<file path="src/rtl/pico_mem_dma_if.sv">
// PicoRV32 native memory bus (valid/ready, addr, wdata, wstrb, rdata).
// The DMA engine drives the master side; memory/IO responders take the slave side.
interface pico_mem_dma_if;
  logic        mem_valid;
  logic        mem_instr;
  logic        mem_ready;
  logic [31:0] mem_addr;
  logic [31:0] mem_wdata;
  logic [3:0]  mem_wstrb;
  logic [31:0] mem_rdata;

  modport master (
    output mem_valid, mem_instr, mem_addr, mem_wdata, mem_wstrb,
    input  mem_ready, mem_rdata
  );

  modport slave (
    input  mem_valid, mem_instr, mem_addr, mem_wdata, mem_wstrb,
    output mem_ready, mem_rdata
  );
endinterface

</file>
<file path="src/rtl/pico_mem_dma.sv">
// Word-copy DMA initiator on the PicoRV32 native bus: one read then one write per word.
// Optional running checksum of read data when DMA_CHECKSUM_EN is defined.
module pico_mem_dma #(
  parameter int TIMEOUT = 255,
  parameter int LEN_W   = 16
) (
  input  logic             clk,
  input  logic             resetn,
  input  logic             start,
  input  logic [31:0]      src_addr,
  input  logic [31:0]      dst_addr,
  input  logic [LEN_W-1:0] len_words,
  output logic             busy,
  output logic             done,
  output logic             error,
`ifdef DMA_CHECKSUM_EN
  output logic [31:0]      checksum,
`endif
  pico_mem_dma_if.master   mem
);

  localparam int TW = (TIMEOUT > 1) ? $clog2(TIMEOUT) : 1;

  typedef enum logic [1:0] {IDLE, READ, WRITE} state_t;

  state_t           state;
  logic [31:0]      src;
  logic [31:0]      dst;
  logic [LEN_W-1:0] cnt;
  logic [TW-1:0]    tcnt;
  logic             timeout_hit;

  // Abort fires on the waiting cycle that brings the wait count up to TIMEOUT.
  assign timeout_hit   = (TIMEOUT != 0) && (tcnt == TW'(TIMEOUT - 1));
  assign mem.mem_instr = 1'b0;

  // NOTE: state uses non-blocking assignments so every register updates from
  // pre-edge values; mixing in blocking writes would make ordering matter.
  always_ff @(posedge clk or negedge resetn) begin
    if (!resetn) begin
      // NOTE: datapath registers are reset as well, so bus outputs are
      // defined (zero) straight out of reset rather than only the control bits.
      state         <= IDLE;
      busy          <= 1'b0;
      done          <= 1'b0;
      error         <= 1'b0;
      mem.mem_valid <= 1'b0;
      mem.mem_wstrb <= 4'h0;
      mem.mem_addr  <= 32'h0;
      mem.mem_wdata <= 32'h0;
      src           <= 32'h0;
      dst           <= 32'h0;
      cnt           <= '0;
      tcnt          <= '0;
`ifdef DMA_CHECKSUM_EN
      checksum      <= 32'h0;
`endif
    end else begin
      done <= 1'b0;
      case (state)
        IDLE: begin
          if (start) begin
            error <= 1'b0;
`ifdef DMA_CHECKSUM_EN
            checksum <= 32'h0;
`endif
            if (len_words != '0) begin
              src           <= {src_addr[31:2], 2'b00};
              dst           <= {dst_addr[31:2], 2'b00};
              cnt           <= len_words;
              tcnt          <= '0;
              busy          <= 1'b1;
              mem.mem_valid <= 1'b1;
              mem.mem_addr  <= {src_addr[31:2], 2'b00};
              mem.mem_wstrb <= 4'h0;
              state         <= READ;
            end else begin
              done <= 1'b1;
            end
          end
        end

        READ, WRITE: begin
          if (mem.mem_ready) begin
            tcnt <= '0;
            if (state == READ) begin
              mem.mem_wdata <= mem.mem_rdata;
              mem.mem_addr  <= dst;
              mem.mem_wstrb <= 4'hF;
`ifdef DMA_CHECKSUM_EN
              checksum <= checksum + mem.mem_rdata;
`endif
              state <= WRITE;
            end else begin
              src <= src + 32'd4;
              dst <= dst + 32'd4;
              cnt <= cnt - LEN_W'(1);
              if (cnt == LEN_W'(1)) begin
                mem.mem_valid <= 1'b0;
                mem.mem_wstrb <= 4'h0;
                busy          <= 1'b0;
                done          <= 1'b1;
                state         <= IDLE;
              end else begin
                mem.mem_addr  <= src + 32'd4;
                mem.mem_wstrb <= 4'h0;
                state         <= READ;
              end
            end
          end else if (timeout_hit) begin
            mem.mem_valid <= 1'b0;
            mem.mem_wstrb <= 4'h0;
            error         <= 1'b1;
            done          <= 1'b1;
            busy          <= 1'b0;
            state         <= IDLE;
          end else if (TIMEOUT != 0) begin
            tcnt <= tcnt + TW'(1);
          end
        end

        default: state <= IDLE;
      endcase
    end
  end

endmodule

</file>
<file path="src/flat_wrapper.sv">
// flat-port wrapper written by rule: the top's interface ports become plain ports
module pico_mem_dma_flat 
#(
  parameter int TIMEOUT = 255,
  parameter int LEN_W   = 16
)
  (clk, resetn, start, src_addr, dst_addr, len_words, busy, done, error, mem_mem_valid, mem_mem_instr, mem_mem_addr, mem_mem_wdata, mem_mem_wstrb, mem_mem_ready, mem_mem_rdata);
  pico_mem_dma_if mem_i ();
  input  logic clk;
  input  logic resetn;
  input  logic start;
  input  logic [31:0] src_addr;
  input  logic [31:0] dst_addr;
  input  logic [LEN_W-1:0] len_words;
  output logic busy;
  output logic done;
  output logic error;
  output wire logic [$bits(mem_i.mem_valid)-1:0] mem_mem_valid;
  output wire logic [$bits(mem_i.mem_instr)-1:0] mem_mem_instr;
  output wire logic [$bits(mem_i.mem_addr)-1:0] mem_mem_addr;
  output wire logic [$bits(mem_i.mem_wdata)-1:0] mem_mem_wdata;
  output wire logic [$bits(mem_i.mem_wstrb)-1:0] mem_mem_wstrb;
  input wire logic [$bits(mem_i.mem_ready)-1:0] mem_mem_ready;
  input wire logic [$bits(mem_i.mem_rdata)-1:0] mem_mem_rdata;
  assign mem_mem_valid = mem_i.mem_valid;
  assign mem_mem_instr = mem_i.mem_instr;
  assign mem_mem_addr = mem_i.mem_addr;
  assign mem_mem_wdata = mem_i.mem_wdata;
  assign mem_mem_wstrb = mem_i.mem_wstrb;
  assign mem_i.mem_ready = mem_mem_ready;
  assign mem_i.mem_rdata = mem_mem_rdata;
  pico_mem_dma #(.TIMEOUT(TIMEOUT), .LEN_W(LEN_W)) u_core (.clk(clk), .resetn(resetn), .start(start), .src_addr(src_addr), .dst_addr(dst_addr), .len_words(len_words), .busy(busy), .done(done), .error(error), .mem(mem_i));
endmodule
</file>
<file path="config.mk">
export PLATFORM = sky130hd
export DESIGN_NAME = pico_mem_dma_flat
export DESIGN_NICKNAME = d
export VERILOG_FILES = /design/src/rtl/pico_mem_dma_if.sv /design/src/rtl/pico_mem_dma.sv /design/src/flat_wrapper.sv
export SDC_FILE = /design/constraint.sdc
export NUM_CORES = 1
export LEC_CHECK = 0
export ABC_AREA = 1
export CORE_ASPECT_RATIO = 0.7
export CORE_MARGIN = 2
export CORE_UTILIZATION = 30
export DETAILED_ROUTE_END_ITERATION = 10
export MAX_ROUTING_LAYER = met4
export SKIP_LAST_GASP = 1
export SLEW_MARGIN = 25
export SYNTH_ARGS = -nofsm -noshare
export SYNTH_HDL_FRONTEND = slang
export SYNTH_SLANG_ARGS = --single-unit
</file>
<file path="constraint.sdc">
create_clock -name clk -period 4.11 [get_ports clk]
set_input_delay 0.411 -clock clk [delete_from_list [all_inputs] [get_ports clk]]
set_output_delay 0.411 -clock clk [all_outputs]
set_load 0.01 [all_outputs]
</file>
**After elaboration in Yosys (flattened, before gate mapping)**

Cells that the tools add are included.
W data, S select, Z words.

- Flip-flop bits (word level): 161
- Memories: 0
- Latch bits: 0
- Word-level logic and storage cells: 97
- Output and inout port bits: 73
- Bits in writable memories: 0
- Bits in read-only memories: 0
- Input bits: 116

- Multiply operators: 0
- Order comparisons: 0
- Muxes and demuxes: 55
- Divide/modulo/power cells: 0
- Equality and inequality tests: 15
- Reduce and logical (&&, ||, !) cells: 12
- Shift operators: 0
- Bitwise operators: 0
- Add/sub/neg operators: 4

Operator list:

| operator | count |
|---|---|
| $mux W32 | 11 |
| $pmux W32 S2 | 3 |
| $add A32 B3 Y32 const B | 2 |
| $mux W16 | 4 |
| $mux W8 | 4 |
| $pmux W16 S2 | 1 |
| $mux W4 | 5 |
| $eq A16 B1 Y1 const B | 1 |
| $mux W1 | 16 |
| $pmux W8 S2 | 1 |
| $reduce_bool A16 Y1 | 1 |
| $sub A16 B1 Y16 const B | 1 |
| $reduce_and A4 Y1 | 3 |
| $mux W2 | 5 |
| $reduce_and A5 Y1 | 2 |
| $ne A3 B2 Y1 const B | 3 |
| $add A8 B1 Y8 const B | 1 |
| $eq A8 B8 Y1 const B | 1 |
| $ne A2 B2 Y1 const B | 4 |
| $pmux W4 S2 | 1 |
| $ne A3 B3 Y1 const B | 2 |
| $pmux W1 S2 | 3 |
| $reduce_and A3 Y1 | 2 |
| $reduce_and A6 Y1 | 1 |
| 7 further kinds | 8 |

**Depth between registers and ports, before layout**

Gate-level depths: netlist (run 1).

- Depth in word-level cells: 5
- Depth in mapped cells: 13
- Mapped depth without buffers: 12

**Worst setup path before layout (run 1)**

Ideal clock, no wire load.

- Kind: register -> register
- From: register u_core.state[0]
- To: register u_core.cnt[7]
- Setup time: 119 ps
- Stages on the path, launching flop included: 12
- Required time: 3991 ps
- Path buffers: 3
- Setup slack: 2319 ps
- Period minus slack after synthesis: 1791 ps
- Arrival time: 1672 ps
- Path through: dfrtp_1 inv_1 ha_1 buf_2 inv_2 nor2_2 inv_2 nand3_2 nor2_1 buf_4 buf_4 o21a_1

- Word-level cells in the longest chain between the ends: 4
- Elaborated cells between the ends (all ways): 11
- Those cells by class: 6 x eq/ne; 1 x mux; 4 x reduce/logical

Ends and longest elaborated chain:

| what | RTL line | RTL |
|---|---|---|
| start, declared | pico_mem_dma.sv:26 | `state_t state;` |
| start signal, assigned | pico_mem_dma.sv:43 | `state <= IDLE;` |
| start signal, assigned | pico_mem_dma.sv:76 | `state <= READ;` |
| start signal, assigned | pico_mem_dma.sv:93 | `state <= WRITE;` |
| $eq A2 B2 Y1 / $eq A2 B1 Y1 (equally long branches) | pico_mem_dma.sv:60, pico_mem_dma.sv:86 |  |
| $reduce_or A2 Y1 | pico_mem_dma.sv:60 | `case (state)` |
| $ne A2 B2 Y1 (no line) / $reduce_bool A2 Y1 (equally long branches) | n/a |  |
| $reduce_and A5 Y1 (no line) | n/a |  |
| end signal, assigned | pico_mem_dma.sv:70 | `cnt <= len_words;` |
| end signal, assigned | pico_mem_dma.sv:97 | `cnt <= cnt - LEN_W'(1);` |
| end, declared | pico_mem_dma.sv:29 | `logic [LEN_W-1:0] cnt;` |

Several ways; a longest one is shown, not always the timed one.
A chain may end at the register's enable or synchronous reset.

**Worst setup path in the final report (run 1)**

- From: register u_core.state[1]
- To: register u_core.mem.mem_addr[31]

- Word-level cells in the longest chain between the ends: 4
- Elaborated cells between the ends (all ways): 13
- Those cells by class: 6 x eq/ne; 3 x mux; 4 x reduce/logical

Ends and longest elaborated chain:

| what | RTL line | RTL |
|---|---|---|
| $eq A2 B2 Y1 / $eq A2 B1 Y1 (equally long branches) | pico_mem_dma.sv:60, pico_mem_dma.sv:86 |  |
| $reduce_or A2 Y1 / $mux W32 (equally long branches) | pico_mem_dma.sv:60, pico_mem_dma.sv:86 |  |
| $ne A3 B2 Y1 (no line), or another cell as far along | n/a |  |
| $reduce_and A5 Y1 (no line) / $pmux W32 S2 (equally long branches) | n/a |  |
| end signal, assigned | pico_mem_dma.sv:74 | `mem.mem_addr <= {src_addr[31:2], 2'b00};` |
| end signal, assigned | pico_mem_dma.sv:88 | `mem.mem_addr <= dst;` |
| end signal, assigned | pico_mem_dma.sv:105 | `mem.mem_addr <= src + 32'd4;` |
| end, declared | pico_mem_dma_if.sv:13 | `output mem_valid, mem_instr, mem_addr, mem_wdata, mem_wstrb,` |

Several ways; a longest one is shown, not always the timed one. The select of a mux whose other input is x is not followed.

==> results of run 1 <==
-- state kept, by name, indices dropped and copies added, names as in the netlist --
signal / cells
u_core.mem.mem_wstrb: 1
u_core.mem.mem_wdata: 32
u_core.src: 30
u_core.mem.mem_addr: 31
u_core.busy: 1
u_core.cnt: 16
u_core.state: 2
u_core.tcnt: 8
u_core.dst: 30
u_core.error: 1
u_core.done: 1
-- metal layers --
metal | vias up | global-route usage, % | wire length, um
met5 | - | - | 0
met4 | 0 | 4.762 | 364
met3 | 28 | 3.778 | 2044
met2 | 258 | 28.69 | 13630
met1 | 4558 | 28.69 | 15880
li1 | 4927 | - | -
-- cells by family (layout without fill, tap and decap cells) --
group	Yosys count	in the layout	share of synthesized area (%)
DFF	153	153	39.96
xor gates and xnor gates	12	12	1.097
AOI/OAI and AO/OA	178	178	9.820
adders and majority gates	10	10	1.306
and+or+nand+nor	945	945	39.84
buffers and inverters	176	338	7.939
other	1	1	0.03914
-- cell type report --
| cell class | instances | area [sq um] | share of cell area (%) |
|---|---|---|---|
| clock buffers | 18 | 429.2 | 3.486 |
| clock inverters | 14 | 156.4 | 1.270 |
| inverters | 113 | 424.2 | 3.445 |
| multi-input cells | 1146 | 5022 | 40.80 |
| flip-flops and latches | 153 | 3829 | 31.10 |
| well taps | 420 | 525.5 | 4.269 |
| repair buffers | 193 | 1924 | 15.63 |
-- Yosys cell counts (6+ instances only) --
| cell | n |
|---|---|
| a21oi_1 | 48 |
| buf_2 | 25 |
| buf_4 | 14 |
| clkbuf_1 | 18 |
| dfrtp_1 | 153 |
| ha_1 | 10 |
| inv_1 | 108 |
| nand2_1 | 639 |
| nand2_2 | 6 |
| nand3_1 | 92 |
| nand4_1 | 8 |
| nor2_1 | 161 |
| nor3_1 | 20 |
| o21ai_0 | 57 |
| o21ai_1 | 52 |
| xor2_1 | 7 |
-- final timing paths --
check / from / endpoint / slack (ns) / cells after the start
setup / recovery: u_core.state[1]$_DFFE_PN0P_ / u_core.mem.mem_addr[31]$_DFFE_PN0P_ / 1.54 / 7
min in group clk: u_core.mem.mem_wdata[21]$_DFFE_PN0P_ / u_core.mem.mem_wdata[21]$_DFFE_PN0P_ / 0.47 / 2
hold / removal: resetn / u_core.dst[29]$_DFFE_PN0P_ / 0.03 / 1
setup reg to reg: u_core.state[1]$_DFFE_PN0P_ / u_core.mem.mem_addr[31]$_DFFE_PN0P_ / 1.54 / 7
max in group asynchronous: resetn / u_core.mem.mem_addr[15]$_DFFE_PN0P_ / 2.99 / 2
hold reg to reg: u_core.mem.mem_wdata[21]$_DFFE_PN0P_ / u_core.mem.mem_wdata[21]$_DFFE_PN0P_ / 0.47 / 2
-- report_power, final --
| group | switching [mW] | internal [mW] | total, mW |
|---|---|---|---|
| registers | 0.595 | 2.22 | 2.81 |
| logic | 3.23 | 1.88 | 5.11 |
| clock network | 0.689 | 0.946 | 1.64 |
==> impl_metrics.json, run 1 <==
{
  "worst_slew_pin_slew_ns": 0.9659,
  "finalPower_mw": 9.554,
  "hold_buffers": 0,
  "worst_hold_path_type": "input port to async pin",
  "die_h_um": 153.5,
  "place_congestion": 0.9118,
  "synth_warnings": 0,
  "num_antenna_cells": 0,
  "cpMaxStageDelayCell": "inv_1",
  "p_per_area_mw_per_mm2": 776.1,
  "arrival_ns": 2.93,
  "rsz0062_at_grt": "false",
  "viasPerCell": 4.750,
  "synth_top_area_share_pct": 39.96,
  "worstSkewPairLatency_ns": 0.45,
  "gr-usage-all-layers_pct": 19.93,
  "crit_family": "simple AND/OR/NAND/NOR gates",
  "vdd_drop_max_v": 0.0004558,
  "crit_fanout": 32,
  "syn_to_final_growth_pct": 28.48,
  "post-cts-setup-buffer-count": 0,
  "cp_common_cell": "inv_1",
  "leakage_nw": 5.806,
  "finalSetupViolations": 0,
  "final_core_util_pct": 39.35,
  "synthArstFlopShare_pct": 100.0,
  "cts.repair.resized": 0,
  "rows": 54,
  "worstPathRequired_ns": 4.47,
  "cts_tree": "built",
  "syn_area_sq_mm": 0.009582,
  "path_cells": "inv_1, ha_1, inv_1, nand4_2, nand2_2, nor2_1, a21oi_1",
  "ant_nets": 0,
  "routed_wl_um": 31920,
  "grt_pass1_vias": 9313,
  "cts.sinks": 153,
  "first_pass_iters": 6,
  "die_x_um": 217.6,
  "drt_iter0_drc": 775,
  "synth_edf_count": 0,
  "hold_ws_ns": 0.03284,
  "ios": 189,
  "via_count": 9771,
  "ys.flop_type": "dfrtp_1",
  "period_needed_ns": 2.572,
  "final_common_cell": "nand2_1",
  "yosys.cell_types.count": 39,
  "finalHoldViolCount": 0,
  "path_clk_slew_ns": 0.07,
  "fin_ws_ns": 1.538,
  "crit_type": "flop to flop",
  "die_area_sq_mm": 0.03341,
  "finalCritPeriodShare_pct": 62.57,
  "start_util_pct": 30.63,
  "drc": 0,
  "port_buffers": 183,
  "antenna_found_initial": 0,
  "wl_per_cell_um": 15.52,
  "core_sq_mm": 0.03128,
  "syn_nets": 1601,
  "pre_cts_ws_ns": 1.316,
  "dpl.hpwl_um": 23190,
  "dpl.cell_count": 2025,
  "ys_seq_elements": 153,
  "worst_setup_path_start_kind": "flop",
  "layoutNonFillerInstCount": 2057,
  "mostFrequentLayoutCells": "nand2_1 (639), clkdlybuf4s50_1 (182), nor2_1 (158)",
  "max_slew_margin_pct": 35.53,
  "drive_above_1_share_pct": 4.582,
  "grt_pass1_wl_um": 50610,
  "slowest_delay_ns": 0.70,
  "finalClockSkew_ns": 0.008836,
  "fmaxAchievable_mhz": 388.8,
  "globalRoute.totalOverflow": 0,
  "clk_path_buf_depth": 2,
  "final_area_sq_mm": 0.01231,
  "cts_made_buffers": 17,
  "synth-seq-area-share_pct": 39.96,
  "drv_cap": 0,
  "status": "complete, no violations",
  "synthCells": 1475,
  "grt_max_degree": 102,
  "place_area_sq_mm": 0.01172,
  "worst-path-buf-inv": 2,
  "synthTopCellsByArea": "dfrtp_1 (40%), nand2_1 (25%), nor2_1 (6.3%), nand3_1 (4.8%), inv_1 (4.2%)",
  "cts_max_level": 4,
  "setup_tns_ns": 0,
  "synth_area_leader_cell": "dfrtp_1",
  "fillers": 3369,
  "end_kind": "flop",
  "cts_root_buf": "clkbuf_16",
  "final_nets": 1750,
  "drv_slew": 0,
  "syn_avg_cell_area_sq_um": 6.496
}
Note: power is estimated with default switching activity, not from simulation.
==> run 2: changes to the inputs <==
==> constraint.sdc (replaced) <==
create_clock -name clk -period 2.5 [get_ports clk]
set_input_delay 0.25 -clock clk [delete_from_list [all_inputs] [get_ports clk]]
set_output_delay 0.25 -clock clk [all_outputs]
set_load 0.01 [all_outputs]
==> impl_metrics.json, run 2 (synthesis results as in run 1) <==
{
  "status": "complete, no violations",
  "max_slew_margin_pct": 57.28,
  "die_area_sq_mm": 0.03341,
  "via_count": 9756,
  "largest_reg_flops": 32,
  "top_register": "u_core.mem.mem_wdata",
  "drc": 0,
  "die_h_um": 153.5,
  "worst_setup_path_start_kind": "flop",
  "leakage_nw": 5.849,
  "cts_made_buffers": 17,
  "start_util_pct": 30.63,
  "p_per_area_mw_per_mm2": 1269,
  "hold_depth": 3,
  "gr-usage-all-layers_pct": 20.02,
  "wl_per_cell_um": 15.37,
  "dpl.hpwl_um": 23200,
  "period_needed_ns": 2.078,
  "die_x_um": 217.6,
  "globalRoute.totalOverflow": 0,
  "worst_hold_path_type": "input port to flop",
  "holdPathEnd": "u_core.mem.mem_wdata[12]$_DFFE_PN0P_",
  "finalHoldViolCount": 0,
  "setup_tns_ns": 0,
  "fmaxAchievable_mhz": 481.3,
  "rr_endpoint": "u_core.dst[16]$_DFFE_PN0P_",
  "grt_pass1_vias": 9221,
  "grt_pass1_wl_um": 50960,
  "reg2regPathDepth": 9,
  "antenna_found_initial": 0,
  "crit_fanout": 7,
  "worstHoldStart": "mem_mem_rdata[12]",
  "worstSkewPairLatency_ns": 0.45,
  "routed_wl_um": 31720,
  "finalCritPeriodShare_pct": 83.11,
  "vdd_drop_max_v": 0.0009148,
  "r2r_slack_ns": 0.42,
  "num_antenna_cells": 0,
  "top_regs": "u_core.mem.mem_wdata x32, u_core.mem.mem_addr x31",
  "rsz0062_at_grt": "false",
  "final_common_cell": "nand2_1",
  "ant_nets": 0,
  "drv_cap": 0,
  "worstPathRequired_ns": 2.89,
  "arrival_ns": 2.46,
  "cts.sinks": 153,
  "final_nets": 1757,
  "first_pass_iters": 5,
  "r2r-start": "u_core.dst[2]$_DFFE_PN0P_",
  "final_area_sq_mm": 0.01239,
  "fillers": 3332,
  "place_area_sq_mm": 0.01181,
  "finalSetupViolations": 0,
  "layoutNonFillerInstCount": 2064,
  "core_sq_mm": 0.03128,
  "rows": 54,
  "clk_path_buf_depth": 2,
  "path_clk_slew_ns": 0.07,
  "crit_start": "u_core.dst[2]$_DFFE_PN0P_",
  "port_buffers": 183,
  "dpl.cell_count": 2031,
  "end_kind": "flop",
  "drt_iter0_drc": 881,
  "hold_ws_ns": 0.3364,
  "cts_tree": "built",
  "ios": 189,
  "worst_slew_pin_slew_ns": 0.6408,
  "hold_buffers": 1,
  "cts_root_buf": "clkbuf_16",
  "drive_above_1_share_pct": 4.927,
  "crit_type": "flop to flop",
  "cts_max_level": 4,
  "finalPower_mw": 15.72,
  "viasPerCell": 4.727,
  "regArea_sq_mm": 0.003829,
  "drv_slew": 0,
  "finalClockSkew_ns": 0.01314,
  "multi_input_area_sq_mm": 0.005017,
  "syn_to_final_growth_pct": 29.33,
  "cts.repair.resized": 0,
  "mostFrequentLayoutCells": "nand2_1 (639), clkdlybuf4s50_1 (182), nor2_1 (158)",
  "grt_max_degree": 102,
  "place_congestion": 0.9536,
  "post-cts-setup-buffer-count": 0
}
[run 2: cell types whose count changed in the layout (fill, tap and decap cells not counted), sizes merged]
| cell | delta |
|---|---|
| buf | +6 |
| bufinv | -1 |
| clkbuf | +1 |
| clkinvlp | -1 |
| dlygate4sd3 | +1 |
| inv | +1 |
[run 2: how the worst max path moves through the flow]
| stage | to | cells past startpoint |
|---|---|---|
| detailed placement | u_core.dst[5]$_DFFE_PN0P_ | 8 |
| global placement | u_core.dst[19]$_DFFE_PN0P_ | 12 |
| global route | u_core.dst[16]$_DFFE_PN0P_ | 9 |
| CTS | u_core.dst[16]$_DFFE_PN0P_ | 9 |
| floorplan | u_core.cnt[7]$_DFFE_PN0P_ | 11 |
| finish | u_core.dst[16]$_DFFE_PN0P_ | 9 |
[run 2: stage by stage]
step,setup WS [ns],util (%)
2_1_floorplan,0.7089,-
3_3_place_gp,0.3966,37.76
3_5_place_dp,0.3595,37.76
4_1_cts,0.4464,39.61
5_1_grt,0.1879,39.61
6_report,0.4223,39.61
[run 2: per-layer routing]
metal / global-route usage [%] / share of wire, % / up-vias
met4: 5.121 / 1.4 / 0
met5: - / 0 / -
met2: 28.39 / 42 / 281
met3: 3.897 / 6.4 / 31
li1: - / - / 4952
met1: 28.97 / 50 / 4492
[run 2: where the power goes]
group / switching, mW / internal, mW / total, mW
combinational: 5.33 / 3.18 / 8.51
clock: 1.11 / 1.49 / 2.60
sequential: 0.972 / 3.64 / 4.61
[run 2: worst max-delay path, stage by stage (launching register included)]
cell and delay (ns):
dfrtp_1 0.47, ha_1 0.28, nand3_1 0.21, inv_1 0.18, nand2_1 0.12, inv_1 0.22
nand3_1 0.17, o21ai_0 0.18, a21oi_1 0.09, nor2_1 0.11
[run 2: final cells by class]
class                           instances  area share, %
Timing Repair Buffer                  200          16.35
Inverter                              113          3.423
Clock inverter                         13          1.030
Clock buffer                           19          3.574
Multi-Input combinational cell       1146          40.49
Tap cell                              420          4.241
Sequential cell                       153          30.90
